[src/rtl/mtl_display_ctrl_param.sv]
// MTL panel controller: HD/VD/DE timing, valid/ready pixel intake, Avalon-MM regs.
// Optional colour-bar generator built only when MTL_TESTPAT_EN is defined.
module mtl_display_ctrl_param #(
    parameter int COLOR_W  = 8,
    parameter int H_ACTIVE = 800,
    parameter int H_BLANK  = 46,
    parameter int H_FP     = 210,
    parameter int H_SYNC   = 1,
    parameter int V_ACTIVE = 480,
    parameter int V_BLANK  = 23,
    parameter int V_FP     = 22,
    parameter int V_SYNC   = 1,
    parameter int ADDR_W   = 3
) (
    input  logic                   iCLK,
    input  logic                   iRST_n,
    input  logic [ADDR_W-1:0]      avs_address,
    input  logic                   avs_read,
    output logic [31:0]            avs_readdata,
    input  logic                   avs_write,
    input  logic [31:0]            avs_writedata,
    input  logic [3*COLOR_W-1:0]   iPIX_DATA,
    input  logic                   iPIX_VALID,
    output logic                   oPIX_READY,
    output logic                   oNewFrame,
    output logic                   oEndFrame,
    output logic                   oIRQ,
    output logic                   oHD,
    output logic                   oVD,
    output logic                   oDE,
    output logic [COLOR_W-1:0]     oLCD_R,
    output logic [COLOR_W-1:0]     oLCD_G,
    output logic [COLOR_W-1:0]     oLCD_B
);

    localparam int PW     = 3 * COLOR_W;
    localparam int H_LINE = H_BLANK + H_ACTIVE + H_FP;
    localparam int V_LINE = V_BLANK + V_ACTIVE + V_FP;

    localparam logic [15:0] X_LAST = 16'(H_LINE - 1);
    localparam logic [15:0] Y_LAST = 16'(V_LINE - 1);
    localparam logic [15:0] X_ACT0 = 16'(H_BLANK);
    localparam logic [15:0] X_ACT1 = 16'(H_BLANK + H_ACTIVE);
    localparam logic [15:0] Y_ACT0 = 16'(V_BLANK);
    localparam logic [15:0] Y_ACT1 = 16'(V_BLANK + V_ACTIVE);
    localparam logic [15:0] X_EOF  = 16'(H_BLANK + H_ACTIVE - 1);
    localparam logic [15:0] Y_EOF  = 16'(V_BLANK + V_ACTIVE - 1);
    localparam logic [15:0] X_HS   = 16'(H_SYNC);
    localparam logic [15:0] Y_VS   = 16'(V_SYNC);

    logic [15:0]   x_q, x_d, y_q, y_d;
    logic          x_wrap, h_act, v_act, active;
    logic          new_frame, end_frame;
    logic          pix_ready, underrun, test_on, tp_rd;
    logic          en_q, en_d, irq_en_q, irq_en_d;
    logic          sh_en_q, sh_en_d;
    logic [PW-1:0] bg_q, bg_d, sh_bg_q, sh_bg_d;
    logic          uf_q, uf_d, ip_q, ip_d;
    logic [31:0]   fc_q, fc_d, rd_q, rd_d;
    logic          hd_q, hd_d, vd_q, vd_d, de_q, de_d;
    logic [PW-1:0] rgb_q, rgb_d, bar_rgb;
    logic          wr_ctrl, wr_bg, wr_stat;
    logic          unused_wd;

    assign unused_wd = ^avs_writedata;

    always_comb begin
        x_wrap = (x_q == X_LAST);
        x_d    = x_wrap ? 16'd0 : x_q + 16'd1;
        y_d    = y_q;
        if (x_wrap) begin
            y_d = (y_q == Y_LAST) ? 16'd0 : y_q + 16'd1;
        end
        h_act     = (x_q >= X_ACT0) && (x_q < X_ACT1);
        v_act     = (y_q >= Y_ACT0) && (y_q < Y_ACT1);
        active    = h_act && v_act;
        new_frame = (x_q == 16'd0) && (y_q == 16'd0);
        end_frame = (x_q == X_EOF) && (y_q == Y_EOF);
    end

`ifdef MTL_TESTPAT_EN
    localparam int BAR_W = (H_ACTIVE / 8 > 0) ? H_ACTIVE / 8 : 1;

    logic        tp_q, tp_d, sh_tp_q, sh_tp_d;
    logic [15:0] bar_x, bar_n;
    logic [2:0]  bar_idx, bar_bits;

    assign test_on = sh_tp_q;
    assign tp_rd   = tp_q;

    always_comb begin
        tp_d    = tp_q;
        sh_tp_d = sh_tp_q;
        if (wr_ctrl) tp_d = avs_writedata[2];
        if (new_frame) sh_tp_d = tp_q;
    end

    // Bars past the eighth (H_ACTIVE not a multiple of 8) stay black.
    always_comb begin
        bar_x   = x_q - X_ACT0;
        bar_n   = bar_x / 16'(BAR_W);
        bar_idx = (bar_n > 16'd7) ? 3'd7 : bar_n[2:0];
        case (bar_idx)
            3'd0:    bar_bits = 3'b111;
            3'd1:    bar_bits = 3'b110;
            3'd2:    bar_bits = 3'b011;
            3'd3:    bar_bits = 3'b010;
            3'd4:    bar_bits = 3'b101;
            3'd5:    bar_bits = 3'b100;
            3'd6:    bar_bits = 3'b001;
            default: bar_bits = 3'b000;
        endcase
        bar_rgb = {{COLOR_W{bar_bits[2]}},
                   {COLOR_W{bar_bits[1]}},
                   {COLOR_W{bar_bits[0]}}};
    end

    always_ff @(posedge iCLK or negedge iRST_n) begin
        if (!iRST_n) begin
            tp_q    <= 1'b0;
            sh_tp_q <= 1'b0;
        end else begin
            tp_q    <= tp_d;
            sh_tp_q <= sh_tp_d;
        end
    end
`else
    assign test_on = 1'b0;
    assign tp_rd   = 1'b0;
    assign bar_rgb = '0;
`endif

    assign pix_ready = active && sh_en_q && !test_on;
    assign underrun  = pix_ready && !iPIX_VALID;

    assign wr_ctrl = avs_write && (avs_address == ADDR_W'(0));
    assign wr_bg   = avs_write && (avs_address == ADDR_W'(1));
    assign wr_stat = avs_write && (avs_address == ADDR_W'(2));

    // Shadows take the pre-write live value; a same-cycle write waits a frame.
    always_comb begin
        en_d     = en_q;
        irq_en_d = irq_en_q;
        bg_d     = bg_q;
        sh_en_d  = sh_en_q;
        sh_bg_d  = sh_bg_q;
        if (wr_ctrl) begin
            en_d     = avs_writedata[0];
            irq_en_d = avs_writedata[1];
        end
        if (wr_bg) bg_d = avs_writedata[PW-1:0];
        if (new_frame) begin
            sh_en_d = en_q;
            sh_bg_d = bg_q;
        end
        uf_d = underrun  | (uf_q & ~(wr_stat & avs_writedata[0]));
        ip_d = end_frame | (ip_q & ~(wr_stat & avs_writedata[1]));
        fc_d = fc_q + {31'd0, end_frame};
    end

    always_comb begin
        rd_d = rd_q;
        if (avs_read) begin
            case (avs_address)
                ADDR_W'(0): rd_d = {29'd0, tp_rd, irq_en_q, en_q};
                ADDR_W'(1): rd_d = 32'(bg_q);
                ADDR_W'(2): rd_d = {29'd0, ~v_act, ip_q, uf_q};
                ADDR_W'(3): rd_d = fc_q;
                ADDR_W'(4): rd_d = {5'd0, y_q[10:0], 5'd0, x_q[10:0]};
                default:    rd_d = 32'd0;
            endcase
        end
    end

    always_comb begin
        hd_d  = (x_q >= X_HS);
        vd_d  = (y_q >= Y_VS);
        de_d  = active;
        rgb_d = '0;
        if (active) begin
            if (test_on)
                rgb_d = bar_rgb;
            else if (pix_ready && iPIX_VALID)
                rgb_d = iPIX_DATA;
            else
                rgb_d = sh_bg_q;
        end
    end

    always_ff @(posedge iCLK or negedge iRST_n) begin
        if (!iRST_n) begin
            x_q      <= '0;
            y_q      <= '0;
            en_q     <= 1'b0;
            irq_en_q <= 1'b0;
            sh_en_q  <= 1'b0;
            bg_q     <= '0;
            sh_bg_q  <= '0;
            uf_q     <= 1'b0;
            ip_q     <= 1'b0;
            fc_q     <= '0;
            rd_q     <= '0;
            hd_q     <= 1'b0;
            vd_q     <= 1'b0;
            de_q     <= 1'b0;
            rgb_q    <= '0;
        end else begin
            x_q      <= x_d;
            y_q      <= y_d;
            en_q     <= en_d;
            irq_en_q <= irq_en_d;
            sh_en_q  <= sh_en_d;
            bg_q     <= bg_d;
            sh_bg_q  <= sh_bg_d;
            uf_q     <= uf_d;
            ip_q     <= ip_d;
            fc_q     <= fc_d;
            rd_q     <= rd_d;
            hd_q     <= hd_d;
            vd_q     <= vd_d;
            de_q     <= de_d;
            rgb_q    <= rgb_d;
        end
    end

    assign oPIX_READY   = pix_ready;
    assign oNewFrame    = new_frame;
    assign oEndFrame    = end_frame;
    assign oIRQ         = ip_q && irq_en_q;
    assign avs_readdata = rd_q;
    assign oHD          = hd_q;
    assign oVD          = vd_q;
    assign oDE          = de_q;
    assign oLCD_R       = rgb_q[3*COLOR_W-1:2*COLOR_W];
    assign oLCD_G       = rgb_q[2*COLOR_W-1:COLOR_W];
    assign oLCD_B       = rgb_q[COLOR_W-1:0];

endmodule
[config.mk]
export PLATFORM = sky130hd
export DESIGN_NAME = mtl_display_ctrl_param
export DESIGN_NICKNAME = d
export VERILOG_FILES = /design/src/rtl/mtl_display_ctrl_param.sv
export SDC_FILE = /design/constraint.sdc
export NUM_CORES = 1
export LEC_CHECK = 0
export CAP_MARGIN = 10
export CORE_ASPECT_RATIO = 0.6
export CORE_MARGIN = 4
export CORE_UTILIZATION = 54
export DETAILED_ROUTE_END_ITERATION = 12
export PLACE_DENSITY = 0.91
export SLEW_MARGIN = 15
export SYNTH_ARGS = -nofsm -noshare
export SYNTH_HDL_FRONTEND = slang
export SYNTH_SLANG_ARGS = --single-unit
[constraint.sdc]
create_clock -name iCLK -period 3.6 [get_ports iCLK]
set_input_delay 0.72 -clock iCLK [delete_from_list [all_inputs] [get_ports iCLK]]
set_output_delay 0.72 -clock iCLK [all_outputs]
set_load 0.05 [all_outputs]
* Yosys cells after proc, flatten, opt, wreduce, memory -nomap -nowiden *
Index checks and enable logic that the tools add are counted.
Widths: inputs -> output; s select.

operators by class
  reductions and logical operators = 16
  $add $sub $neg = 3
  muxes and demuxes = 5
  bitwise operators = 9
  order comparisons = 6
  equality and inequality tests = 8

operators by type and width
  kind                   count
  $pmux 32 s5            1
  $mux 24                2
  $add 16x1->16 const B  2
  $add 32x1->32          1
  $eq 16x10->1 const B   2
  $ge 16x1->1 const B    2
  $logic_not 16->1       2
  $mux 16                2
  $eq 16x11->1 const B   1
  $eq 16x9->1 const B    1
  $ge 16x5->1 const B    1
  $ge 16x6->1 const B    1
  $lt 16x10->1 const B   1
  $lt 16x9->1 const B    1
  $logic_and 1x1->1      12
  $eq 3x2->1 const B     2
  $and 1x1->1            4
  $eq 3x1->1 const B     1
  $eq 3x3->1 const B     1
  $logic_not 3->1        1
  $not 1->1              3
  $or 1x1->1             2
  $logic_not 1->1        1

storage, ports and cells
  bits of input ports = 64
  logic and storage cells = 62
  output and inout port bits = 63
  bits in registers = 176

* Depth between registers and ports, before layout *
Gate-level depths: netlist (run 1).

  word-level depth = 7
  gate-level depth with buffers = 11
  depth with buffers taken out = 11

* Worst setup path after synthesis (run 1) *
OpenSTA, ideal clock, no wires.

  path kind = register -> output
  start = reg x_q[10]
  end = out oNewFrame
  data arrival time = 3.035 ns
  buffers on the path = 0
  required time = 2.880 ns
  slack = -0.155 ns
  stages on the path, launching flop included = 5
  cells stage by stage = dfrtp_1 > or4_1 > nor4_4 > nand2_1 > nor4b_1

between the ends
  longest elaborated chain between the ends = 2

ends and longest elaborated chain
  what                      RTL line  source
  start: declaration        51        logic [15:0] x_q, x_d, y_q, y_d;
  start signal: assignment  192       x_q <= '0;
  start signal: assignment  208       x_q <= x_d;
  $logic_not 16->1          77        new_frame = (x_q == 16'd0) && (y_q == 16'd0);
  $logic_and 1x1->1         77
  end: declaration          25        output logic oNewFrame,

Every way passes these cells.

* Final worst setup path (run 1) *
  start = reg x_q[11]
  end = reg fc_q[16]

between the ends
  longest elaborated chain between the ends = 3

ends and longest elaborated chain
  what                    RTL line  source
  $eq 16x10->1            78        end_frame = (x_q == X_EOF) && (y_q == Y_EOF);
  $logic_and 1x1->1       78
  $add 32x1->32           158       fc_d = fc_q + {31'd0, end_frame};
  named net fc_d[16]      59        logic [31:0] fc_q, fc_d, rd_q, rd_d;
  end signal: assignment  201       fc_q <= '0;
  end signal: assignment  217       fc_q <= fc_d;
  end: declaration        59

The timed path passes the listed nets, and every way through them passes these cells.
A chain may end at the register's enable or synchronous reset.

==> run metrics, run 1 <==
Hold Vio Cnt, Final=0; area share of the leading cell type in the synthesized netlist=a little over half; worst r2r path cells=9; Critical Path Start Type=register; maximum number of pins on one net before global-route repair=96; number of distinct library cells after synthesis=roughly 60; result of the run=completed; setup violators final=0; Total Nets Final=903; Top delay family on crit path=simple AND/OR/NAND/NOR gates; start-to-end type of the worst setup path=register to register; depth of the CTS H-tree=4; RSZ-0062 raised after global routing=false; Top-Level Pins=127; initial antenna violation count=0; share of post-route cells with drive strength above 1=approximately 12%; final wirelength=20.5 mm; clock tree from TritonCTS=built; Worst Hold Class=input port to async pin; antenna diode instance count=0; sum of internal, switching and leakage power=roughly 4.4 mW; Net Switching=about 1.1 mW; fin util=between 60% and 70%; sequential cell area=approximately 4400 um2; longest individual stage delay on the worst path=590 ps; clock sinks=between 150 and 200; full die area=17,300 um2; Worst Path Buf+Inv=0; share of power burned in the clock network=a little over two fifths; number of vias after detailed routing=6,169; wire length of the first global-routing pass=approximately 33 mm; Cell Rows=34; worst clock skew=7.27 ps; top cell type by total area after synthesis=sky130_fd_sc_hd__dfrtp_1; share of flip-flops with an asynchronous set or reset after synthesis=between 90% and 100%; slew at the pin with the worst max-slew slack=about 1100 ps; CP Max Fanout=6; area of the mapped netlist=a little over 8000 um2; most instantiated cells after synthesis=176 x sky130_fd_sc_hd__dfrtp_1, 52 x sky130_fd_sc_hd__mux2i_1, 42 x sky130_fd_sc_hd__inv_1, 39 x sky130_fd_sc_hd__nor3_1, 38 x sky130_fd_sc_hd__mux2_2; Levels on crit path=9; Slew Viols, Final=0; Critical Path Start=x_q[11]; ys flop type=sky130_fd_sc_hd__dfrtp_1; routed length per instance=19.7 um; clock transition at the register clock pins on the worst setup and hold paths after CTS=70 ps; startpoint of the worst-slack reg-to-reg timing path=x_q[11]; r2r setup slk=260 ps; Critical R2R Capture=fc_q[16]; required time worst endpoint=roughly 4000 ps; FILL cells=1,024; die span in x=167 um; starting utilization of the core area=55.8%; clock period minus final worst setup slack=around 3300 ps; number of detailed-routing iterations run before antenna repair=5; largest cells by area after synthesis=sky130_fd_sc_hd__dfrtp_1 54%, sky130_fd_sc_hd__mux2i_1 6.4%, sky130_fd_sc_hd__mux2_2 5.2%; achievable clock frequency=299 MHz; setup_tns=0 ps; count of hold buffers inserted by post-cts repair=0; number of CTS-inserted buffers=17; detailed placer's ending HPWL=14.1 mm; leakage power=4.58 nW; number of max-capacitance violations reported=0; capturing element of the worst setup path=fc_q[16]; cell-by-cell trace of the critical path=or4_1, nor4_4, and3_1, ha_1, ha_1, nand4_1, nor4_2, nand4_1, xnor2_1; Max VDD drop=a little under 0.3 mV; number of synthesis warnings=0; clock latency reported for the late side of the worst-skew pair=430 ps; logic gate share of total power=9.1%; CTS max path bufs=2; proportion of synthesized chip area in sequential cells=roughly 54%; Sw Share=a little over a quarter; remaining routing DRC violations=0; Placeable Area=around 15,000 um2; portion of total power attributed to sequential cells=48.8%; register bit count reported by yosys=176; Synthesized Nets=791; number of global-route vias before repair=6,321; aggregate global routing overflow=0; final worst path period share=between 90% and 100%; synthesized area per cell=11.4 um2; number of setup buffers added after CTS=0; cell with the biggest individual delay on the critical path=sky130_fd_sc_hd__or4_1; pwr dens=433 nW/um2; total routing resource utilization after global routing=24.5%; count of input and output buffers=118; average vias per placed instance=~5.9; cell-internal power=3.24 mW; relative area change from synthesis to final layout=23.7%; Critical Path AT=3640 ps; remaining max-slew budget at the tightest pin=27.4%; vertical die dimension=just over 100 um; number of standard cells after synthesis=716; number of design-rule violations left by the first detailed-router iteration=between 600 and 700; post-route antenna net violation count=0; multi-input logic area=3420 um2; leading cell type by number of instances after synthesis=sky130_fd_sc_hd__dfrtp_1; Clk Tree Root Cell=sky130_fd_sc_hd__clkbuf_16; weighted congestion at the end of routability-driven global placement=0.913; kind of end point of the critical path=register; number of enable-type register cells in the synthesized netlist=0
-- worst min path at each step --
| stage | endpoint | start | cells past startpoint | slack (ps) |
|---|---|---|---|---|
| floorplan | avs_readdata[0] | iRST_n | 0 | 420 |
| global placement | y_q[15] | y_q[15] | 1 | 460 |
| detailed placement | y_q[15] | y_q[15] | 1 | 460 |
| CTS | avs_readdata[25] | iRST_n | 1 | 410 |
| global route | avs_readdata[31] | iRST_n | 1 | 440 |
| finish | rgb_q[21] | iRST_n | 1 | 370 |
-- power groups by stage --
stage          combinational [mW]  sequential (mW)  clock (mW)
2_1_floorplan               0.164             2.20           0
3_3_place_gp                0.385             2.17           0
3_5_place_dp                0.395             2.17           0
4_1_cts                     0.402             2.14        1.86
5_1_grt                     0.431             2.15        1.96
6_report                    0.399             2.14        1.85
-- cells by family (layout without fill, tap and decap cells) --
| kind of cell | Yosys count | count (layout) | synth area share [%] |
|---|---|---|---|
| AND/OR/NAND/NOR | 212 | 212 | 14.6 |
| flip-flops | 176 | 176 | 53.8 |
| multiplexers | 103 | 103 | 13.4 |
| buffers and inverters | 81 | 206 | 4.72 |
| AO/OA/AOI/OAI | 79 | 79 | 6.05 |
| XOR/XNOR | 54 | 54 | 5.78 |
| adder cells (fa/ha/maj) | 11 | 11 | 1.68 |
-- flip-flops by register name, summed over array words and instances (netlist names) --
name and flops:
oHD 1, oVD 1, rgb_q 24, y_q 16, irq_en_q 1, en_q 1, bg_q 24, oDE 1
sh_bg_q 24, avs_readdata 32, uf_q 1, sh_en_q 1, x_q 16, ip_q 1, fc_q 32
-- per-layer routing --
layer	GRT usage, %	up-vias	share of wire [%]
met5	0	-	0
met4	7.61	0	2.0
met3	6.34	36	7.7
met2	37.6	256	44
met1	35.0	3093	46
li1	-	2784	-
-- cell usage in the layout, fill, tap and decap left out, types with 4 or more instances in the layout --
master,instances
sky130_fd_sc_hd__nor4_2,6
sky130_fd_sc_hd__mux2i_1,52
sky130_fd_sc_hd__nor4_1,8
sky130_fd_sc_hd__inv_6,6
sky130_fd_sc_hd__nor3_1,39
sky130_fd_sc_hd__nor2_1,36
sky130_fd_sc_hd__nand2_1,23
sky130_fd_sc_hd__o22ai_1,23
sky130_fd_sc_hd__buf_4,14
sky130_fd_sc_hd__xor2_1,20
sky130_fd_sc_hd__dfrtp_1,176
sky130_fd_sc_hd__nand3_1,29
sky130_fd_sc_hd__clkdlybuf4s50_1,113
sky130_fd_sc_hd__mux2_2,38
sky130_fd_sc_hd__nand4_1,25
sky130_fd_sc_hd__a21oi_1,19
sky130_fd_sc_hd__and4_1,6
sky130_fd_sc_hd__and3_1,12
sky130_fd_sc_hd__o21ai_0,11
sky130_fd_sc_hd__a31oi_1,4
sky130_fd_sc_hd__xnor2_1,34
sky130_fd_sc_hd__ha_1,11
sky130_fd_sc_hd__inv_8,5
sky130_fd_sc_hd__inv_1,42
sky130_fd_sc_hd__clkbuf_16,17
sky130_fd_sc_hd__mux2_1,13
sky130_fd_sc_hd__and2_1,5
-- cell type report --
class                           instances  share of cell area, %
Sequential cell                       176                   43.5
Multi-Input combinational cell        459                   33.8
Timing Repair Buffer                  132                   13.0
Clock buffer                           17                   4.20
Tap cell                              198                   2.45
Clock inverter                         15                   1.58
Inverter                               42                   1.56
-- timing repair --
action,4_1_cts,5_1_grt
endpoints found under the setup margin,0,4
hold endpoints to repair,0,0
resized for setup,0,1
-- per-stage QoR --
stage          worst slack, ps  cell area (um2)  hold WS [ps]  cells
2_1_floorplan              162             8190           424    716
3_3_place_gp               402             9540           457   1007
3_5_place_dp               236             9540           459   1007
4_1_cts                   69.3            10100           409   1039
5_1_grt                    140            10100           438   1039
6_report                   258            10100           375   1039
(Power assumes the default switching activity.)
==> run 2, diff against run 1 <==
--- a/config.mk
+++ b/config.mk
@@ -8,9 +8,9 @@
 export CAP_MARGIN = 10
 export CORE_ASPECT_RATIO = 0.6
 export CORE_MARGIN = 4
-export CORE_UTILIZATION = 54
+export CORE_UTILIZATION = 55
 export DETAILED_ROUTE_END_ITERATION = 12
-export PLACE_DENSITY = 0.91
+export PLACE_DENSITY = 0.92
 export SLEW_MARGIN = 15
 export SYNTH_ARGS = -nofsm -noshare
 export SYNTH_HDL_FRONTEND = slang
==> constraint.sdc (replaced) <==
create_clock -name iCLK -period 3.9 [get_ports iCLK]
set_input_delay 0.78 -clock iCLK [delete_from_list [all_inputs] [get_ports iCLK]]
set_output_delay 0.78 -clock iCLK [all_outputs]
set_load 0.05 [all_outputs]
==> run 2 against run 1 <==
  * Cell area is 0.16% higher
  * Sequential cell count did not move
  * Register-to-register slack better by 20 ps
  * Global-route usage grew 2.1 points
  * Critical endpoint is now oEndFrame
  * Clock skew rose by 5.6 ps
  * Cell count is 0.38% lower
  * Clock-buffer cell count is the same
  * Utilization rose by 0.72 points
  * Power shrank 3.4%
==> run metrics, run 2 (synthesized netlist as in run 1, its figures left out) <==
RSZ-0062 raised after global routing=false; number of max-capacitance violations reported=0 (unchanged); share of power burned in the clock network=44.5% (+2.4 points); average vias per placed instance=6.12 (+3.0%); depth of the CTS H-tree=4 (unchanged); worst r2r path cells=9 (unchanged); initial antenna violation count=0 (unchanged); clock transition at the register clock pins on the worst setup and hold paths after CTS=70 ps (about the same); most common library cell in the layout ignoring fill and taps=sky130_fd_sc_hd__dfrtp_1; Hold Vio Cnt, Final=0 (unchanged); remaining routing DRC violations=0 (unchanged); Placeable Area=14,500 um2 (-0.87%); die span in x=166 um (-0.87%); Total Nets Final=899 (-0.44%); maximum number of pins on one net before global-route repair=79 (-18%); Critical Path AT=3040 ps (-600 ps); clock period minus final worst setup slack=3820 ps; top library cells by usage in the layout, fill and taps aside=176 x sky130_fd_sc_hd__dfrtp_1, 114 x sky130_fd_sc_hd__clkdlybuf4s50_1, 52 x sky130_fd_sc_hd__mux2i_1, 42 x sky130_fd_sc_hd__inv_1, 39 x sky130_fd_sc_hd__nor3_1; worst clock skew=12.9 ps (+5.59 ps); starting utilization of the core area=56.3% (+0.49 points); wire length of the first global-routing pass=34.8 mm (+4.1%); achievable clock frequency=262 MHz; weighted congestion at the end of routability-driven global placement=0.942 (+3.2%); antenna diode instance count=0 (unchanged); logic gate share of total power=8.8% (-0.3 points); FILL cells=979 (-4.4%); count of input and output buffers=118 (unchanged); result of the run=completed; fin util=69.7% (+0.72 points); full die area=17,000 um2 (-1.7%); routed length per instance=21.1 um (+6.9%); post-route antenna net violation count=0 (unchanged); Critical Path Start Type=register; Top-Level Pins=127 (unchanged); capturing element of the worst setup path=oEndFrame; leakage power=4.58 nW (about the same); final worst path period share=97.9%; CTS max path bufs=2 (unchanged); setup violators final=0 (unchanged); number of global-route vias before repair=6,338 (+0.27%); clock sinks=176 (unchanged); number of vias after detailed routing=6,331 (+2.6%); number of CTS-inserted buffers=17 (unchanged); Cell Rows=34 (unchanged); total routing resource utilization after global routing=26.7% (+2.1 points); share of post-route cells with drive strength above 1=11.8% (-0.66 points); Worst Hold Class=input port to async pin; Net Switching=1.06 mW (-7.3%); Slew Viols, Final=0 (unchanged); portion of total power attributed to sequential cells=46.7% (-2.1 points); r2r setup slk=280 ps (+20 ps); start-to-end type of the worst setup path=register to output port; Critical Path Start=x_q[10]; clock latency reported for the late side of the worst-skew pair=430 ps (about the same); kind of end point of the critical path=output port; final wirelength=21.8 mm (+6.5%); cell-internal power=3.17 mW (-2.0%); slew at the pin with the worst max-slew slack=1080 ps (-1.61 ps); remaining max-slew budget at the tightest pin=27.5% (+0.11 points); startpoint of the worst-slack reg-to-reg timing path=x_q[10]; Critical R2R Capture=fc_q[28]; relative area change from synthesis to final layout=23.9%; number of design-rule violations left by the first detailed-router iteration=719 (+14%); setup_tns=0 ps (unchanged); Clk Tree Root Cell=sky130_fd_sc_hd__clkbuf_16; vertical die dimension=103 um (-0.84%); required time worst endpoint=3120 ps (-780 ps); Sw Share=25.1% (-1.1 points); number of detailed-routing iterations run before antenna repair=7 (+2); Max VDD drop=0.292 mV (-2.0%); count of hold buffers inserted by post-cts repair=0 (unchanged); aggregate global routing overflow=0 (unchanged); CP Max Fanout=8 (+2); clock tree from TritonCTS=built; detailed placer's ending HPWL=14.6 mm (+3.1%); pwr dens=417 nW/um2 (-3.6%)
==> run 2: cell types whose count changed in the layout (fill, tap and decap cells not counted), sizes merged <==
cell           previous run  this run
buf                      19        14
bufinv                    1         4
clkdlybuf4s50           113       114
clkinv                    2         3
inv                      53        49
==> run 2: what timing repair did <==
action	CTS	global route
resized for setup	0	1
endpoints found under the setup margin	0	1
setup buffers	0	0
==> run 2: layout make-up <==
class | instances | area [um2] | share of cell area (%)
Tap cell | 198 | 248 | 2.44
Sequential cell | 176 | 4400 | 43.4
Clock inverter | 15 | 223 | 2.19
Inverter | 42 | 158 | 1.55
Multi-Input combinational cell | 459 | 3420 | 33.7
Clock buffer | 17 | 425 | 4.19
Timing Repair Buffer | 128 | 1270 | 12.5
==> run 2: power by group through the flow <==
| stage | clock network [mW] | logic (mW) | registers, mW |
|---|---|---|---|
| floorplan | 0 | 0.151 | 2.03 |
| CTS | 1.89 | 0.373 | 1.97 |
| global route | 1.97 | 0.398 | 1.98 |
| finish | 1.89 | 0.372 | 1.98 |
| global placement | 0 | 0.355 | 2.00 |
| detailed placement | 0 | 0.366 | 2.01 |
==> run 2: how the worst min path moves through the flow <==
stage | end | depth (start not counted)
6_report | avs_readdata[29] | 1
5_1_grt | avs_readdata[29] | 1
4_1_cts | avs_readdata[28] | 1
3_5_place_dp | y_q[15] | 1
3_3_place_gp | y_q[15] | 1
2_1_floorplan | y_q[15] | 1
==> run 2: worst max-delay path, cell delays in order (launching register included) <==
cell and delay [ps]:
sky130_fd_sc_hd__dfrtp_1 460, sky130_fd_sc_hd__or4_1 610, sky130_fd_sc_hd__nor4_4 310, sky130_fd_sc_hd__and3_1 370, sky130_fd_sc_hd__clkdlybuf4s50_1 860
==> run 2: routing by layer <==
metal / GRT usage, % / part of all wire (%) / wire length, um
met1: 38.9 / 44 / 9620
met2: 41.1 / 46 / 9990
met5: 0 / 0 / 0
met3: 6.43 / 8.2 / 1790
met4: 6.40 / 2.0 / 447
==> run 2: per-stage QoR <==
stage               area, um2  hold WS (ps)  power (mW)  instances  setup slack, ps
global route            10100           434        4.35       1035             16.8
CTS                     10100           408        4.24       1035              125
detailed placement       9490           471        2.38       1003              454
floorplan                8190           443        2.18        716             84.8
finish                  10100           360        4.23       1035             80.6
global placement         9490           458        2.36       1003              544
